## config.mk

```make
export PLATFORM = sky130hd
export DESIGN_NAME = sw_debounce_pulse
export DESIGN_NICKNAME = d
export VERILOG_FILES = /design/src/rtl/sw_debounce_pulse.sv
export SDC_FILE = /design/constraint.sdc
export NUM_CORES = 1
export LEC_CHECK = 0
export ABC_AREA = 1
export CAP_MARGIN = 20
export CORE_ASPECT_RATIO = 1.5
export CORE_MARGIN = 10
export CORE_UTILIZATION = 40
export CTS_CLUSTER_SIZE = 8
export DETAILED_ROUTE_END_ITERATION = 10
export HOLD_SLACK_MARGIN = 0.05
export PLACE_DENSITY = 0.67
export SLEW_MARGIN = 20
export SYNTH_ARGS = -nofsm -noshare
export SYNTH_HDL_FRONTEND = slang
export SYNTH_SLANG_ARGS = --single-unit
```

## constraint.sdc

```tcl
create_clock -name CLK -period 9.2 [get_ports CLK]
set_input_delay 2.3 -clock CLK [delete_from_list [all_inputs] [get_ports CLK]]
set_output_delay 2.3 -clock CLK [all_outputs]
set_load 0.005 [all_outputs]
```

## src/rtl/sw_debounce_pulse.sv

```systemverilog
// Switch front-end: 2-flop synchroniser, per-channel qualify FSM, edge pulses.
// Optional FALL pulse output enabled by defining SW_DEBOUNCE_FALL_PULSE_EN.
module sw_debounce_pulse #(
    parameter int N_SW            = 4,
    parameter int DEBOUNCE_CYCLES = 50000
) (
    input  logic            CLK,
    input  logic            RST,
    input  logic [N_SW-1:0] SW,
    output logic [N_SW-1:0] DB,
    output logic [N_SW-1:0] RISE
`ifdef SW_DEBOUNCE_FALL_PULSE_EN
    ,
    output logic [N_SW-1:0] FALL
`endif
);

    localparam int CNT_W = $clog2(DEBOUNCE_CYCLES + 1);
    localparam logic [CNT_W-1:0] CNT_MAX = CNT_W'(DEBOUNCE_CYCLES);
    localparam logic [CNT_W-1:0] CNT_ONE = CNT_W'(1);

    // Bit 1 of the encoding is the accepted level, so DB is a state bit.
    typedef enum logic [1:0] {
        ST_LO = 2'b00,
        WT_HI = 2'b01,
        ST_HI = 2'b10,
        WT_LO = 2'b11
    } state_e;

    logic [N_SW-1:0] s1_q;
    logic [N_SW-1:0] s2_q;

    // Two-stage synchroniser for the raw switch levels.
    always_ff @(posedge CLK or posedge RST) begin
        if (RST) begin
            s1_q <= '0;
            s2_q <= '0;
        end else begin
            s1_q <= SW;
            s2_q <= s1_q;
        end
    end

    for (genvar g = 0; g < N_SW; g++) begin : g_ch
        state_e           state_q;
        state_e           state_d;
        logic [CNT_W-1:0] cnt_q;
        logic [CNT_W-1:0] cnt_d;
        logic             rise_q;
        logic             rise_d;
        logic             in_s;
        logic             qual;

        assign in_s = s2_q[g];
        assign qual = (cnt_q == CNT_MAX);

`ifdef SW_DEBOUNCE_FALL_PULSE_EN
        logic fall_q;
        logic fall_d;

        // Registered falling-edge pulse.
        always_ff @(posedge CLK or posedge RST) begin
            if (RST) begin
                fall_q <= 1'b0;
            end else begin
                fall_q <= fall_d;
            end
        end

        // Fall pulse fires on the cycle WT_LO qualifies.
        always_comb begin
            fall_d = (state_q == WT_LO) && !in_s && qual;
        end

        assign FALL[g] = fall_q;
`endif

        // State, qualify counter and rise pulse registers.
        always_ff @(posedge CLK or posedge RST) begin
            if (RST) begin
                state_q <= ST_LO;
                cnt_q   <= '0;
                rise_q  <= 1'b0;
            end else begin
                state_q <= state_d;
                cnt_q   <= cnt_d;
                rise_q  <= rise_d;
            end
        end

        // Next state and counter: any sample of the old level restarts.
        always_comb begin
            state_d = state_q;
            cnt_d   = cnt_q;
            unique case (state_q)
                ST_LO: begin
                    if (in_s) begin
                        state_d = WT_HI;
                        cnt_d   = CNT_ONE;
                    end else begin
                        cnt_d = '0;
                    end
                end
                WT_HI: begin
                    if (!in_s) begin
                        state_d = ST_LO;
                        cnt_d   = '0;
                    end else if (qual) begin
                        state_d = ST_HI;
                        cnt_d   = '0;
                    end else begin
                        cnt_d = cnt_q + CNT_ONE;
                    end
                end
                ST_HI: begin
                    if (!in_s) begin
                        state_d = WT_LO;
                        cnt_d   = CNT_ONE;
                    end else begin
                        cnt_d = '0;
                    end
                end
                WT_LO: begin
                    if (in_s) begin
                        state_d = ST_HI;
                        cnt_d   = '0;
                    end else if (qual) begin
                        state_d = ST_LO;
                        cnt_d   = '0;
                    end else begin
                        cnt_d = cnt_q + CNT_ONE;
                    end
                end
            endcase
        end

        // Rise pulse fires on the cycle WT_HI qualifies.
        always_comb begin
            rise_d = (state_q == WT_HI) && in_s && qual;
        end

        assign DB[g]   = state_q[1];
        assign RISE[g] = rise_q;
    end

endmodule

```

# ---- Word level (Yosys, flattened, before mapping)
# Index checks and enable logic that the tools add are counted.
dict set report op_classes {
  add_sub_neg 4
  n_eq_ne 32
  n_mux 52
  reduce_logical 16
}
# cell count
set op_table {}
lappend op_table {{one-hot mux 16 bit (4 select lines)} 4}
lappend op_table {{2-to-1 mux 16 bit} 12}
lappend op_table {{adder 16 x 1 -> 16 bit, second input constant} 4}
lappend op_table {{== test 16 bit, second input constant} 4}
lappend op_table {{2-to-1 mux 2 bit} 24}
lappend op_table {{one-hot mux 2 bit (4 select lines)} 4}
lappend op_table {{inequality test 3 bit, second input constant} 8}
lappend op_table {{== test 2 bit, second input constant} 8}
lappend op_table {{inequality test 2 bit, second input constant} 8}
lappend op_table {{AND reduction 4 bit} 4}
lappend op_table {{== test 2 x 1 -> 1 bit, second input constant} 4}
lappend op_table {{logical AND 1 bit} 8}
lappend op_table {{zero test 2 bit} 4}
lappend op_table {{2-to-1 mux 1 bit} 8}
dict set report totals {
  register_bits 84
  in_bits 6
  out_inout_bits 8
  word_cells 118
}

# ---- Logic depth before layout (Yosys ltp)
# Gate-level depths: netlist of run 1.
dict set report logic_depth {
  ltp_word 4
  mapped_depth 11
  ltp_nobuf 11
}

# ---- Worst setup path after synthesis of run 1
# OpenSTA, ideal clock, no wires.
dict set report synth_timing {
  path_kind {register to output}
  startpoint {reg with a tool-made name}
  endpoint {out DB[0]}
  t_arrival_ps 524
  required_ps 6900
  slack_ps 6376
  path_stages_with_launch 2
  path_buffers 1
  cell_sequence {dfrtp_1 buf_4}
}
# element line_no
set synth_rtl {}
lappend synth_rtl {{end: declaration} 10} ;# output logic [N_SW-1:0] DB,

==> impl_metrics.py, run 1 <==
metrics = {
    "outcome": {
        "status": "finished, final reports clean",
    },
    "clocking": {
        "clk_path_buf_depth": 2,
        "htree_levels": 3,
        "cts_tree": "done",
        "numCtsBuffers": 9,
        "root_buffer": "clkbuf_16",
        "path_clk_slew_ns": 0.06,
        "cts_setup_buffers": 0,
        "cts_resized": 0,
        "clkSinkCount": 84,
        "clk_latency_ns": 0.34,
        "ctsHoldBuffers": 0,
    },
    "sta": {
        "maxSlewHeadroom_pct": 50.6,
        "fmax_ghz": 0.280,
        "finalHoldViolations": 0,
        "tightest_slew_ns": 0.741,
        "drv_slew": 0,
        "fin_crit_ns": 3.57,
        "fin_skew_ns": 0.00684,
        "final.setup.tns_ns": 0,
        "min_period_over_period_pct": 38.8,
        "rsz0062_at_grt": "false",
        "setup_viol": 0,
    },
    "setup_path": {
        "slowest_stage": "clkdlybuf4s50_1",
        "regToRegEndpoint": "g_ch[3].cnt_q[11]",
        "crit_arrival_ns": 1.27,
        "worst_setup_path_start_kind": "register",
        "r2r_cells": 11,
        "cp_num_buf_inv": 1,
        "criticalPathCategory": "register to primary output",
        "cp-end-kind": "primary output",
        "critical_path_peak_fanout": 5,
        "r2r_slack_ns": 7.43,
        "r2r_start": "g_ch[3].cnt_q[0]",
        "required_ns": 6.90,
        "cp_top_family": "buffers and inverters",
        "crit_chain": "clkdlybuf4s50_1",
        "slowest_delay_ns": 0.53,
    },
    "synthesis": {
        "synth-seq-area-share_pct": 46.9,
        "syn_area_um2": 4480,
        "synth_warnings": 0,
        "synth_cell_type_count": 23,
        "synth_top_area_share_pct": 46.9,
        "ys_ff_latch": 84,
        "synth_commonest_cells": "nand2_1, nor2_1, dfrtp_1, inv_1, nand3_1",
        "synth_edf_count": 0,
        "synth.most_common_cell": "nand2_1",
        "async_flop_share_pct": 100,
        "syn_nets": 597,
        "yosysTopAreaCell": "dfrtp_1",
        "synth_cells": 583,
        "syn_area_per_cell_um2": 7.69,
        "yosys-top-cells-area": "dfrtp_1, nand2_1, nor2_1",
        "synth_top_flop_cell": "dfrtp_1",
    },
    "routing": {
        "post_drt_wl_per_cell_um": 11.8,
        "antenna_left": 0,
        "detail_route.first_pass.iterations": 4,
        "drt-total-wl_um": 8780,
        "drt-vias-per-instance": 4.79,
        "num_vias": 3571,
        "drt_iter0_drc": 198,
        "drc": 0,
    },
    "power": {
        "power.share.switching_pct": 24.8,
        "switchingPower_uw": 198,
        "p_clk_share_pct": 40.8,
        "seqPwrFrac_pct": 50.0,
        "leakagePower_nw": 2.14,
        "power.internal_uw": 601,
        "ir_drop_mv": 0.0942,
        "comb_power_share_pct": 9.2,
        "power_density_nw_per_um2": 161,
    },
    "grt": {
        "grt_first_pass_wirelength_um": 15800,
        "grt_pass1_vias": 3653,
        "antenna_found_initial": 0,
        "grt_overflow": 0,
        "grt_max_degree": 85,
        "track_usage_pct": 12.0,
    },
    "placed_design": {
        "dp.cells": 732,
        "hpwl_um": 6450,
        "io_buffers": 13,
        "gp_congestion": 0.905,
    },
    "cells_and_area": {
        "syn2layout_area_growth_pct": 10.9,
        "fin_util_pct": 45.2,
        "layout-drive-gt1-share_pct": 5.35,
        "num_antenna_cells": 0,
        "nNetsFinal": 610,
        "finalNonFillerCells": 745,
    },
    "floorplanning": {
        "die_area_um2": 15900,
        "die_x_um": 106,
        "start_util_pct": 40.8,
        "fp.dieH_um": 150,
        "design.portCount": 14,
        "placementRows": 47,
        "core_um2": 11000,
    },
    "job": {
        "drv_cap": 0,
    },
    "worst_hold_path": {
        "hold_path.class": "register to register",
        "min_from": "s1_q[3]",
        "min_to": "s2_q[3]",
        "hold_path_depth": 0,
    },
}
cell families after synthesis:
family / count (synthesis) / synth area share (%)
fa+ha+maj: 8 / 2.23
xor+xnor: 29 / 5.67
compound gates: 25 / 3.02
flops: 84 / 46.9
buf+inv: 86 / 8.54
simple gates: 351 / 33.6
power by group through the flow:
| stage | clock [mW] | combinational (mW) | sequential, mW |
|---|---|---|---|
| after floorplan | 0 | 0.0625 | 0.402 |
| after CTS | 0.338 | 0.0762 | 0.400 |
| after global routing | 0.349 | 0.0888 | 0.403 |
| final | 0.326 | 0.0733 | 0.400 |
| after detailed placement | 0 | 0.0757 | 0.406 |
| after global placement | 0 | 0.0732 | 0.405 |
registers in the layout, indices dropped and copies added (netlist names), named ones only:
name and cells:
g_ch.cnt_q 64, s2_q 4, s1_q 4, g_ch.rise_q 4
g_ch.state_q 4
layout by cell type, fill, tap and decap left out, types with 8 or more instances in the layout:
master and instances:
nor3_1 22, nor2_1 124, ha_1 8, a21oi_1 12
o21ai_0 9, nand3_1 37, nand4_1 13, dfrtp_1 84
clkdlybuf4s50_1 13, xor2_1 26, clkbuf_16 9, nand2_1 134
inv_1 72, nor2_2 9
worst max path at each step:
stage,from,end,slack (ns),cells past startpoint
6_report,register,DB[2],5.63,1
5_1_grt,register,DB[2],5.57,1
4_1_cts,register,DB[2],5.60,1
3_5_place_dp,RST,g_ch[1].rise_q,5.46,3
3_3_place_gp,RST,g_ch[2].cnt_q[14],5.48,3
2_1_floorplan,RST,async pin,4.73,1
final cells by class:
cell class | count | area [µm²]
Timing Repair Buffer | 14 | 141
Clock inverter | 2 | 12.5
Multi-Input combinational cell | 413 | 2000
Tap cell | 147 | 184
Inverter | 74 | 282
Sequential cell | 84 | 2100
Fill cell | 1088 | 6030
Clock buffer | 11 | 253
routing by layer:
| layer | global-route usage, % | part of all wire, % | wire length (µm) |
|---|---|---|---|
| met5 | 0 | 0 | 0 |
| met4 | 5.50 | 1.8 | 159 |
| met3 | 2.97 | 3.6 | 312 |
| met2 | 21.8 | 54 | 4700 |
| met1 | 12.6 | 41 | 3610 |
stage by stage:
step / hold slack (ns) / cell area (µm²) / setup slack (ns) / power [mW]
6_report: 0.346 / 4970 / 5.63 / 0.799
5_1_grt: 0.352 / 4970 / 5.57 / 0.842
4_1_cts: 0.349 / 4970 / 5.60 / 0.814
3_5_place_dp: 0.336 / 4700 / 5.46 / 0.482
3_3_place_gp: 0.334 / 4700 / 5.48 / 0.478
2_1_floorplan: 0.331 / 4480 / 4.73 / 0.465
(Power assumes the default switching activity.)
==> run 2, diff against run 1 <==
==> constraint.sdc (replaced) <==
create_clock -name CLK -period 3.4 [get_ports CLK]
set_input_delay 0.85 -clock CLK [delete_from_list [all_inputs] [get_ports CLK]]
set_output_delay 0.85 -clock CLK [all_outputs]
set_load 0.005 [all_outputs]
==> impl_metrics.py, run 2 (synthesized netlist as in run 1, its figures left out) <==
metrics = {
    "floorplanning": {
        "fp.dieH_um": 150,
        "start_util_pct": 40.8,
        "design.portCount": 14,
        "placementRows": 47,
        "die_x_um": 106,
        "core_um2": 11000,
        "die_area_um2": 15900,
    },
    "cells_and_area": {
        "syn2layout_area_growth_pct": 13.2,
        "nNetsFinal": 611,
        "final_cell_mix": "nand2_1, nor2_1, dfrtp_1",
        "regMostFlops": "g_ch.cnt_q",
        "largest_reg_flops": 64,
        "num_antenna_cells": 0,
        "layout_commonest_cell": "nand2_1",
        "finalNonFillerCells": 749,
        "layout-drive-gt1-share_pct": 5.81,
    },
    "sta": {
        "drv_slew": 0,
        "fmax_ghz": 0.472,
        "layout_setup_ws_ns": 1.28,
        "maxSlewHeadroom_pct": 62.7,
        "rsz0062_at_grt": "false",
        "final.setup.tns_ns": 0,
        "setup_viol": 0,
        "finalHoldViolations": 0,
        "fin_skew_ns": 0.0101,
        "min_period_over_period_pct": 62.3,
        "fin_crit_ns": 2.12,
        "tightest_slew_ns": 0.559,
    },
    "power": {
        "ir_drop_mv": 0.267,
        "power_density_nw_per_um2": 477,
        "leakagePower_nw": 2.19,
    },
    "setup_path": {
        "cp-end-kind": "primary output",
        "regToRegEndpoint": "g_ch[3].cnt_q[12]",
        "cp_top_family": "buffers and inverters",
        "r2r_start": "g_ch[3].cnt_q[0]",
        "worst_setup_path_start_kind": "register",
        "slowest_stage": "clkdlybuf4s50_1",
        "cp_num_buf_inv": 1,
        "slowest_delay_ns": 0.53,
        "required_ns": 2.55,
        "crit_arrival_ns": 1.27,
        "critical_path_peak_fanout": 4,
        "criticalPathCategory": "register to primary output",
        "cp.depth": 1,
        "r2r_slack_ns": 1.69,
        "cp-endpoint": "DB[1]",
        "crit_chain": "clkdlybuf4s50_1",
        "r2r_cells": 11,
    },
    "placed_design": {
        "hpwl_um": 6570,
        "gp_congestion": 0.943,
        "io_buffers": 13,
        "preCtsSetupSlack_ns": 1.42,
        "dp.cells": 733,
    },
    "grt": {
        "antenna_found_initial": 0,
        "track_usage_pct": 12.5,
        "grt_overflow": 0,
        "grt_first_pass_wirelength_um": 16400,
        "grt_pass1_vias": 3754,
        "grt_max_degree": 34,
    },
    "routing": {
        "drt_iter0_drc": 127,
        "dr.max_layer_used": "met4",
        "drt-met1-wl_um": 3770,
        "num_vias": 3645,
        "post_drt_wl_per_cell_um": 12.1,
        "route.met3.wl_um": 262,
        "antenna_left": 0,
        "drc": 0,
        "wl_met2_um": 4750,
        "detail_route.first_pass.iterations": 6,
        "drt-total-wl_um": 9040,
        "drt-vias-per-instance": 4.87,
    },
    "clocking": {
        "cts_tree": "done",
        "path_clk_slew_ns": 0.06,
        "clk_path_buf_depth": 2,
        "root_buffer": "clkbuf_16",
        "ctsHoldBuffers": 0,
        "cts_resized": 0,
        "numCtsBuffers": 9,
        "clk_latency_ns": 0.34,
        "clkSinkCount": 84,
        "htree_levels": 3,
        "cts_setup_buffers": 0,
    },
    "outcome": {
        "status": "finished, final reports clean",
    },
    "worst_hold_path": {
        "hold_path.class": "register to register",
    },
    "job": {
        "drv_cap": 0,
    },
}
==> run 2: cell count changes in the layout (fill, tap and decap cells not counted) <==
cell        previous run  this run
inv_6                  0         1
clkinv_4               0         1
clkinvlp_4             1         0
clkbuf_1               0         1
clkbuf_8               2         1
clkinv_2               2         1
buf_6                  1         0
bufinv_16              0         3
buf_4                  0         1
buf_12                 0         1
==> run 2: per-layer routing <==
metal	up-vias	track usage [%]
met5	-	0
met4	0	7.00
met3	24	2.67
met2	63	22.2
met1	1714	13.4
li1	1844	-
==> run 2: layout make-up <==
class | count | area, µm²
well taps | 147 | 184
clock inverters | 5 | 108
fillers | 1031 | 5920
clock buffers | 11 | 243
multi-input cells | 413 | 2000
flip-flops and latches | 84 | 2100
inverters | 74 | 282
repair buffers | 15 | 158
==> run 2: stage by stage <==
stage	total power [mW]	cell area [µm²]	hold WS, ns	util [%]
finish	2.42	5070	0.351	46.1
detailed placement	1.31	4720	0.336	42.9
global placement	1.30	4720	0.333	42.9
floorplan	1.26	4480	0.331	-
global route	2.53	5070	0.360	46.1
CTS	2.45	5070	0.354	46.1
==> run 2: how the worst min path moves through the flow <==
stage                 start       to  slack [ns]  depth (start not counted)
floorplan           s1_q[0]  s2_q[0]        0.33                          0
global placement    s1_q[1]  s2_q[1]        0.33                          0
detailed placement  s1_q[2]  s2_q[2]        0.34                          0
CTS                 s1_q[3]  s2_q[3]        0.35                          0
global route        s1_q[3]  s2_q[3]        0.36                          0
finish              s1_q[3]  s2_q[3]        0.35                          0
==> run 2: report_power, final <==
part / internal, mW / switching [mW] / leakage, nW
clock network: 0.742 / 0.389 / 0.170
logic: 0.0682 / 0.139 / 0.880
registers: 1.04 / 0.0422 / 1.14
total: 1.85 / 0.570 / 2.19
==> run 3, diff against run 2 <==
==> constraint.sdc (replaced) <==
create_clock -name CLK -period 1.96 [get_ports CLK]
set_input_delay 0.49 -clock CLK [delete_from_list [all_inputs] [get_ports CLK]]
set_output_delay 0.49 -clock CLK [all_outputs]
set_load 0.005 [all_outputs]
==> impl_metrics.py, run 3 (synthesized netlist as in run 1, its figures left out) <==
metrics = {
    "setup_path": {
        "cp_num_buf_inv": 1,
        "cp-end-kind": "primary output",
        "critical_path_peak_fanout": 4,
        "cp_top_family": "buffers and inverters",
        "slowest_delay_ns": 0.53,
        "required_ns": 1.47,
        "crit_chain": "clkdlybuf4s50_1",
        "worst_setup_path_start_kind": "register",
        "slowest_stage": "clkdlybuf4s50_1",
        "criticalPathCategory": "register to primary output",
        "crit_arrival_ns": 1.28,
    },
    "floorplanning": {
        "start_util_pct": 40.8,
        "placementRows": 47,
        "core_um2": 11000,
        "die_area_um2": 15900,
        "design.portCount": 14,
        "die_x_um": 106,
        "fp.dieH_um": 150,
    },
    "clocking": {
        "cts_resized": 0,
        "ctsHoldBuffers": 0,
        "htree_levels": 3,
        "path_clk_slew_ns": 0.06,
        "cts_setup_buffers": 0,
        "cts_tree": "done",
        "root_buffer": "clkbuf_16",
        "clk_latency_ns": 0.34,
        "numCtsBuffers": 9,
        "clk_path_buf_depth": 2,
        "clkSinkCount": 84,
    },
    "placed_design": {
        "hpwl_um": 6500,
        "dp.cells": 733,
        "placed_cell_area_um2": 4720,
        "io_buffers": 13,
        "gp_congestion": 0.947,
    },
    "job": {
        "drv_cap": 0,
    },
    "sta": {
        "fin_skew_ns": 0.00696,
        "rsz0062_at_grt": "false",
        "setup_viol": 0,
        "drv_slew": 0,
        "finalHoldViolations": 0,
        "fmax_ghz": 0.564,
        "final.setup.tns_ns": 0,
        "maxSlewHeadroom_pct": 68.2,
        "min_period_over_period_pct": 90.5,
        "fin_crit_ns": 1.77,
        "tightest_slew_ns": 0.476,
    },
    "cells_and_area": {
        "num_antenna_cells": 0,
        "final_cell_mix": "nand2_1, nor2_1, dfrtp_1",
        "largest_reg_flops": 64,
        "final_area_um2": 5020,
        "layout-drive-gt1-share_pct": 5.82,
        "regMostFlops": "g_ch.cnt_q",
        "finalNonFillerCells": 748,
        "nNetsFinal": 611,
        "layout_commonest_cell": "nand2_1",
        "syn2layout_area_growth_pct": 11.9,
    },
    "grt": {
        "grt_pass1_vias": 3813,
        "track_usage_pct": 12.1,
        "grt_overflow": 0,
        "antenna_found_initial": 0,
        "grt_max_degree": 85,
        "grt_first_pass_wirelength_um": 16100,
    },
    "routing": {
        "post_drt_wl_per_cell_um": 11.9,
        "drc": 0,
        "num_vias": 3639,
        "detail_route.first_pass.iterations": 4,
        "drt-vias-per-instance": 4.86,
        "drt_iter0_drc": 204,
        "drt-total-wl_um": 8870,
        "antenna_left": 0,
    },
    "power": {
        "ir_drop_mv": 0.413,
        "power_density_nw_per_um2": 777,
        "leakagePower_nw": 2.16,
    },
    "outcome": {
        "status": "finished, final reports clean",
    },
    "worst_hold_path": {
        "hold_path.class": "register to register",
    },
}
[run 3: where the power goes]
part / internal (mW) / switching (mW) / leakage [nW] / total, mW
sequential: 1.80 / 0.0727 / 1.14 / 1.88
combinational: 0.119 / 0.231 / 0.876 / 0.350
clock: 1.01 / 0.664 / 0.144 / 1.67
total: 2.93 / 0.968 / 2.16 / 3.90
[run 3: cell type report]
| cell class | count | area [µm²] |
|---|---|---|
| Multi-Input combinational cell | 413 | 2000 |
| Timing Repair Buffer | 15 | 158 |
| Clock buffer | 10 | 239 |
| Inverter | 74 | 284 |
| Tap cell | 147 | 184 |
| Sequential cell | 84 | 2100 |
| Fill cell | 1093 | 5980 |
| Clock inverter | 5 | 52.6 |
[run 3: layer usage]
layer	track usage [%]	routed length [µm]	vias to the layer above	part of all wire (%)
met4	6.66	241	0	2.7
met5	0	0	-	0
li1	-	-	1836	-
met3	2.67	246	21	2.8
met1	12.7	3620	1736	41
met2	22.0	4760	46	54
[run 3: path summary, 6_finish.rpt]
kind,start,to,slack [ns],cells after the start
setup / recovery,register,DB[1],0.19,1
hold / removal,s1_q[3],s2_q[3],0.35,0
setup reg to reg,g_ch[0].cnt_q[0],g_ch[0].cnt_q[9],0.37,9
hold reg to reg,s1_q[3],s2_q[3],0.35,0
max in group asynchronous,RST,g_ch[2].cnt_q[1],1.00,3
min in group asynchronous,RST,g_ch[0].cnt_q[14],0.62,3
[run 3: through the flow]
stage	worst slack [ns]	hold WS [ns]	total power, mW	utilization [%]
after floorplan	0.504	0.331	2.18	-
after global placement	0.401	0.332	2.25	43.0
after detailed placement	0.331	0.336	2.27	43.0
after CTS	0.163	0.351	3.96	45.6
after global routing	0.0926	0.354	4.09	45.6
final	0.186	0.351	3.90	45.6
